--- config.mk ---
export PLATFORM = sky130hd
export DESIGN_NAME = rpsc_annunciator
export DESIGN_NICKNAME = d
export VERILOG_FILES = /design/src/rtl/rpsc_annunciator.sv
export SDC_FILE = /design/constraint.sdc
export NUM_CORES = 1
export LEC_CHECK = 0
export ABC_AREA = 1
export CORE_MARGIN = 1.5
export CORE_UTILIZATION = 54
export CTS_BUF_LIST = sky130_fd_sc_hd__clkbuf_4 sky130_fd_sc_hd__clkbuf_8
export CTS_CLUSTER_SIZE = 12
export DETAILED_ROUTE_END_ITERATION = 12
export PLACE_DENSITY_LB_ADDON = 0.3
export SLEW_MARGIN = 20
export SYNTH_ARGS = -nofsm -noshare
export SYNTH_HDL_FRONTEND = slang
export SYNTH_SLANG_ARGS = --single-unit
--- constraint.sdc ---
create_clock -name clk -period 1.5 [get_ports clk]
set_input_delay 0.3 -clock clk [delete_from_list [all_inputs] [get_ports clk]]
set_output_delay 0.3 -clock clk [all_outputs]
set_load 0.005 [all_outputs]
--- src/rtl/rpsc_annunciator.sv ---
// rpsc_annunciator: 8-channel ringback annunciator with per-channel alert FSMs,
// flash timing, horn drive and first-out capture.
module rpsc_annunciator #(
    parameter int FAST_HALF = 12500000
) (
    input  logic       clk,
    input  logic       reset,
    input  logic [7:0] alarm_in,
    input  logic       emergency_in,
    input  logic       ack_pb,
    input  logic       reset_pb,
    input  logic       lamp_test,
    output logic [7:0] lamp,
    output logic       emergency_lamp,
    output logic       horn,
    output logic [2:0] first_out,
    output logic       first_out_valid
);
    localparam int CW = $clog2(FAST_HALF);
    localparam logic [CW-1:0] CNT_MAX = CW'(FAST_HALF - 1);
    localparam logic [1:0] S_NORMAL = 2'd0;
    localparam logic [1:0] S_ALERT  = 2'd1;
    localparam logic [1:0] S_ACKED  = 2'd2;
    localparam logic [1:0] S_RTN    = 2'd3;

    logic [7:0]    r_alarm_q;
    logic          r_emerg_q;
    logic          r_ack_q;
    logic          r_rst_q;
    logic          r_lt_q;
    logic          r_ack_prev;
    logic          r_rst_prev;
    logic          r_armed;
    logic [CW-1:0] r_cnt;
    logic [1:0]    r_div;
    logic          r_fast;
    logic          r_slow;
    logic [1:0]    r_state [8];
    logic [2:0]    r_first_out;
    logic          r_first_valid;

    logic          w_ack_edge;
    logic          w_rst_edge;
    logic          w_wrap;
    logic [1:0]    w_next [8];
    logic [7:0]    w_enter;
    logic [7:0]    w_is_alert;
    logic [7:0]    w_is_normal;
    logic [7:0]    w_next_normal;
    logic [7:0]    w_lamp;
    logic [2:0]    w_first_idx;
    logic          w_all_normal;

    assign w_ack_edge   = r_ack_q & ~r_ack_prev;
    assign w_rst_edge   = r_rst_q & ~r_rst_prev;
    assign w_wrap       = (r_cnt == CNT_MAX);
    assign w_all_normal = &w_is_normal;

    for (genvar n = 0; n < 8; n++) begin : g_ch
        assign w_next[n] = (r_state[n] == S_NORMAL) ? (r_alarm_q[n] ? S_ALERT : S_NORMAL) :
                           (r_state[n] == S_ALERT)  ? (w_ack_edge ? (r_alarm_q[n] ? S_ACKED : S_NORMAL) : S_ALERT) :
                           (r_state[n] == S_ACKED)  ? (r_alarm_q[n] ? S_ACKED : S_RTN) :
                           (r_alarm_q[n] ? S_ALERT : (w_rst_edge ? S_NORMAL : S_RTN));
        assign w_is_alert[n]    = (r_state[n] == S_ALERT);
        assign w_is_normal[n]   = (r_state[n] == S_NORMAL);
        assign w_next_normal[n] = (w_next[n] == S_NORMAL);
        assign w_enter[n]       = w_is_normal[n] & (w_next[n] == S_ALERT);
        assign w_lamp[n]        = (r_state[n] == S_ALERT) ? r_fast :
                                  (r_state[n] == S_ACKED) ? 1'b1 :
                                  (r_state[n] == S_RTN)   ? r_slow : 1'b0;
    end

    always_comb begin
        w_first_idx = 3'd0;
        for (int i = 7; i >= 0; i--) if (w_enter[i]) w_first_idx = 3'(i);
    end

    always_ff @(posedge clk) begin
        if (reset) begin
            r_alarm_q     <= '0;
            r_emerg_q     <= 1'b0;
            r_ack_q       <= 1'b0;
            r_rst_q       <= 1'b0;
            r_lt_q        <= 1'b0;
            r_ack_prev    <= 1'b1;
            r_rst_prev    <= 1'b1;
            r_armed       <= 1'b0;
            r_cnt         <= '0;
            r_div         <= '0;
            r_fast        <= 1'b1;
            r_slow        <= 1'b1;
            r_first_out   <= '0;
            r_first_valid <= 1'b0;
            for (int i = 0; i < 8; i++) r_state[i] <= S_NORMAL;
        end else begin
            r_alarm_q  <= alarm_in;
            r_emerg_q  <= emergency_in;
            r_ack_q    <= ack_pb;
            r_rst_q    <= reset_pb;
            r_lt_q     <= lamp_test;
            // the first post-reset sample still holds the reset value, so keep treating buttons as held
            r_ack_prev <= r_armed ? r_ack_q : 1'b1;
            r_rst_prev <= r_armed ? r_rst_q : 1'b1;
            r_armed    <= 1'b1;
            r_cnt      <= w_wrap ? '0 : r_cnt + 1'b1;
            if (w_wrap) begin
                r_fast <= ~r_fast;
                r_div  <= r_div + 2'd1;
                if (r_div == 2'd3) r_slow <= ~r_slow;
            end
            for (int i = 0; i < 8; i++) r_state[i] <= w_next[i];
            if (w_all_normal && |w_enter) begin
                r_first_out   <= w_first_idx;
                r_first_valid <= 1'b1;
            end else if (&w_next_normal) begin
                r_first_out   <= '0;
                r_first_valid <= 1'b0;
            end
        end
    end

    assign lamp            = r_lt_q ? 8'hFF : w_lamp;
    assign emergency_lamp  = r_emerg_q | r_lt_q;
    assign horn            = (|w_is_alert) | r_emerg_q;
    assign first_out       = r_first_out;
    assign first_out_valid = r_first_valid;
endmodule

==> flow_summary.yaml <==
outcome:
  status: "finished, violations left"
  violations: "setup timing"
drt:
  route.detailed.drc: 0
  vias_per_cell: 5.669
  ant_nets: 0
  dr.pass1.iters: 7
  wl_per_cell_um: 16.86
  drtIter0Drc: 507
  vias: 4093
  routed_wl_um: 12180
clock_tree:
  cts.sinks: 63
  cts_made_buffers: 9
  cts_root_buffer: "clkbuf_8"
  cts.htree.levels: 3
  cts_buffer_depth: 2
  insertion_delay_ps: 370
  cts_tree: "yes"
  clkTransAtPathRegs_ps: 90
global_route:
  grtUsageTotal_pct: 33.34
  grt_max_degree: 36
  grt_pass1_vias: 3833
  antenna_found_initial: 0
  grt_overflow: 0
  grt_pass1_wl_um: 16520
worst_hold_path:
  min_path_type: "flop to flop"
  hold_path_depth: 3
final_layout:
  final_common_cell: "buf_4"
  diodes: 0
  layout_common_cells: "buf_4, nand2_1, nor2_1, inv_1, dfxtp_1"
  nNetsFinal: 659
  utilization_pct: 85.95
  layout-drive-gt1-share_pct: 44.20
  areaGrowthSynthToFinish_pct: 53.05
  stdcell_area_um2: 5119
  fillers: 291
sta:
  hold_violations: 0
  worst_pin_slew_ps: 406.8
  max_freq_mhz: 560.7
  period_share_pct: 118.9
  relSlewSlack_pct: 72.88
  setup-tns-final_ps: -6268
  setup_ws_ps: -283.6
  slew_violations: 0
  grt_setup_unrepaired: "true"
  skew_ps: 15.54
  finalSetupViolations: 41
  min_period_ps: 1784
die:
  fp.dieArea_um2: 6675
  ios: 28
  die_h_um: 81.70
  die_w_um: 81.70
  core_um2: 5956
  fp-row-count: 28
  start_util_pct: 56.16
synth:
  synth_xor_area_share_pct: 1.309
  syn_area_per_cell_um2: 6.610
  synth_top_family_by_area: "simple AND/OR/NAND/NOR gates"
  yosysWarnings: 0
  yosysSeqAreaShare_pct: 37.71
  synth_edf_count: 0
  synth_nets: 522
  synthFlopType: "dfxtp_1"
  synth.distinct_cells: 36
  synth-seq-cells: 63
  yosys.area_share.simple_pct: 38.50
  synth-async-reset-ratio_pct: 0
  synthCells: 506
  yosys.area_share.adder_pct: 0.7482
  syn_area_um2: 3344
  synthMuxAreaShare_pct: 0
  synth-compound-area-share_pct: 10.81
worst_setup_path:
  r2r_cells: 8
  cp-end-kind: "flop"
  path_class: "flop to flop"
  worst_setup_path_start_kind: "flop"
  cp_data_required_time_ps: 1740
  crit_fanout: 4
  worst-endpoint-arrival_ps: 2030
power_and_ir_drop:
  p_leak_uw: 0.002502
  power.density_nw_per_um2: 750.0
  max-vdd-ir-drop_v: 0.0006621
placement:
  dpl-instance-area_um2: 4278
  io_buffer_count: 27
  gp_congestion: 0.9221
  dp_hpwl_um: 6535
job:
  max_cap_violations: 0
-- worst max-delay path, cell delays in order (launching register included) --
cell     delay, ps
dfxtp_1        330
inv_1          160
nand4_1        190
nor4_2         310
nand2_2        180
buf_4          170
buf_4          120
nor2_1         140
nor2_1          70
-- kinds of logic (layout without fill, tap and decap cells) --
kind of cell / after synthesis / count (layout)
flip-flops: 63 / 63
AO/OA/AOI/OAI: 63 / 63
XOR/XNOR: 5 / 5
AND/OR/NAND/NOR: 280 / 281
adder cells (fa/ha/maj): 2 / 2
buffers and inverters: 93 / 233
-- layer usage --
metal | up-vias | GRT usage, % | wire (µm)
met5 | - | 0 | 0
met4 | 0 | 17.29 | 629
met3 | 87 | 6.889 | 907
met2 | 243 | 62.81 | 6192
met1 | 1891 | 34.46 | 4446
li1 | 1872 | - | -
-- flip-flops by register name, summed over array words and instances (netlist names) --
register	cells
r_cnt	24
r_state	16
r_alarm_q	8
first_out	3
r_div	2
first_out_valid	1
r_ack_prev	1
r_ack_q	1
r_armed	1
r_emerg_q	1
r_fast	1
r_lt_q	1
r_rst_prev	1
r_rst_q	1
r_slow	1
-- through the flow --
step | hold slack [ps] | instances | worst slack [ps] | total power [µW]
detailed placement | 433.7 | 676 | -147.2 | 2399
finish | 449.1 | 722 | -283.6 | 3839
global placement | 436.0 | 676 | -96.05 | 2380
floorplan | 407.0 | 506 | -1.669 | 2103
CTS | 450.8 | 709 | -259.9 | 3716
global route | 462.7 | 722 | -340.6 | 3962
-- path summary, 6_finish.rpt --
path             from          to  slack [ps]
max reg2reg  r_cnt[6]    r_div[1]        -280
min           r_armed  r_rst_prev         450
max          r_cnt[6]    r_div[1]        -280
min reg2reg   r_armed  r_rst_prev         450
-- cell type report --
cell class / count / area (µm²) / area share (%)
clock buffer: 9 / 123.9 / 2.420
sequential: 63 / 1303 / 25.45
clock inverter: 6 / 38.79 / 0.7578
tap: 75 / 93.84 / 1.833
multi-input combinational: 351 / 2101 / 41.04
timing repair buffer: 135 / 1142 / 22.32
inverter: 83 / 316.6 / 6.184
-- synthesized netlist by cell type (3+ instances only) --
library cell,number,area [µm²]
o21ai_0,14,70.07
dfxtp_1,63,1261
nand2_1,97,364.1
nor2_2,4,25.02
nand3_1,29,145.1
a21oi_1,30,150.1
o211ai_1,6,45.04
or2_2,4,25.02
nand2_2,8,50.05
clkbuf_1,6,22.52
nor2_1,104,390.4
nor3_1,8,40.04
nand4_1,7,43.79
nor2_4,4,45.04
inv_2,4,15.01
o2111ai_1,3,26.28
xor2_1,5,43.79
a211oi_1,3,22.52
nor3_2,3,30.03
inv_1,79,296.5
-- where the power goes --
group / switching [µW] / internal, µW
clock: 732 / 583
sequential: 63.3 / 1740
combinational: 381 / 345
total: 1180 / 2660
-- timing repair --
| action | in CTS | in global routing |
|---|---|---|
| hold endpoints to repair | 0 | 0 |
| setup buffers | 17 | 13 |
| hold buffers | 0 | 0 |
| cloned | 2 | 0 |
| pin swaps | 47 | 37 |
| endpoints found under the setup margin | 39 | 47 |
| resized for setup | 147 | 60 |
(Power assumes the default switching activity.)
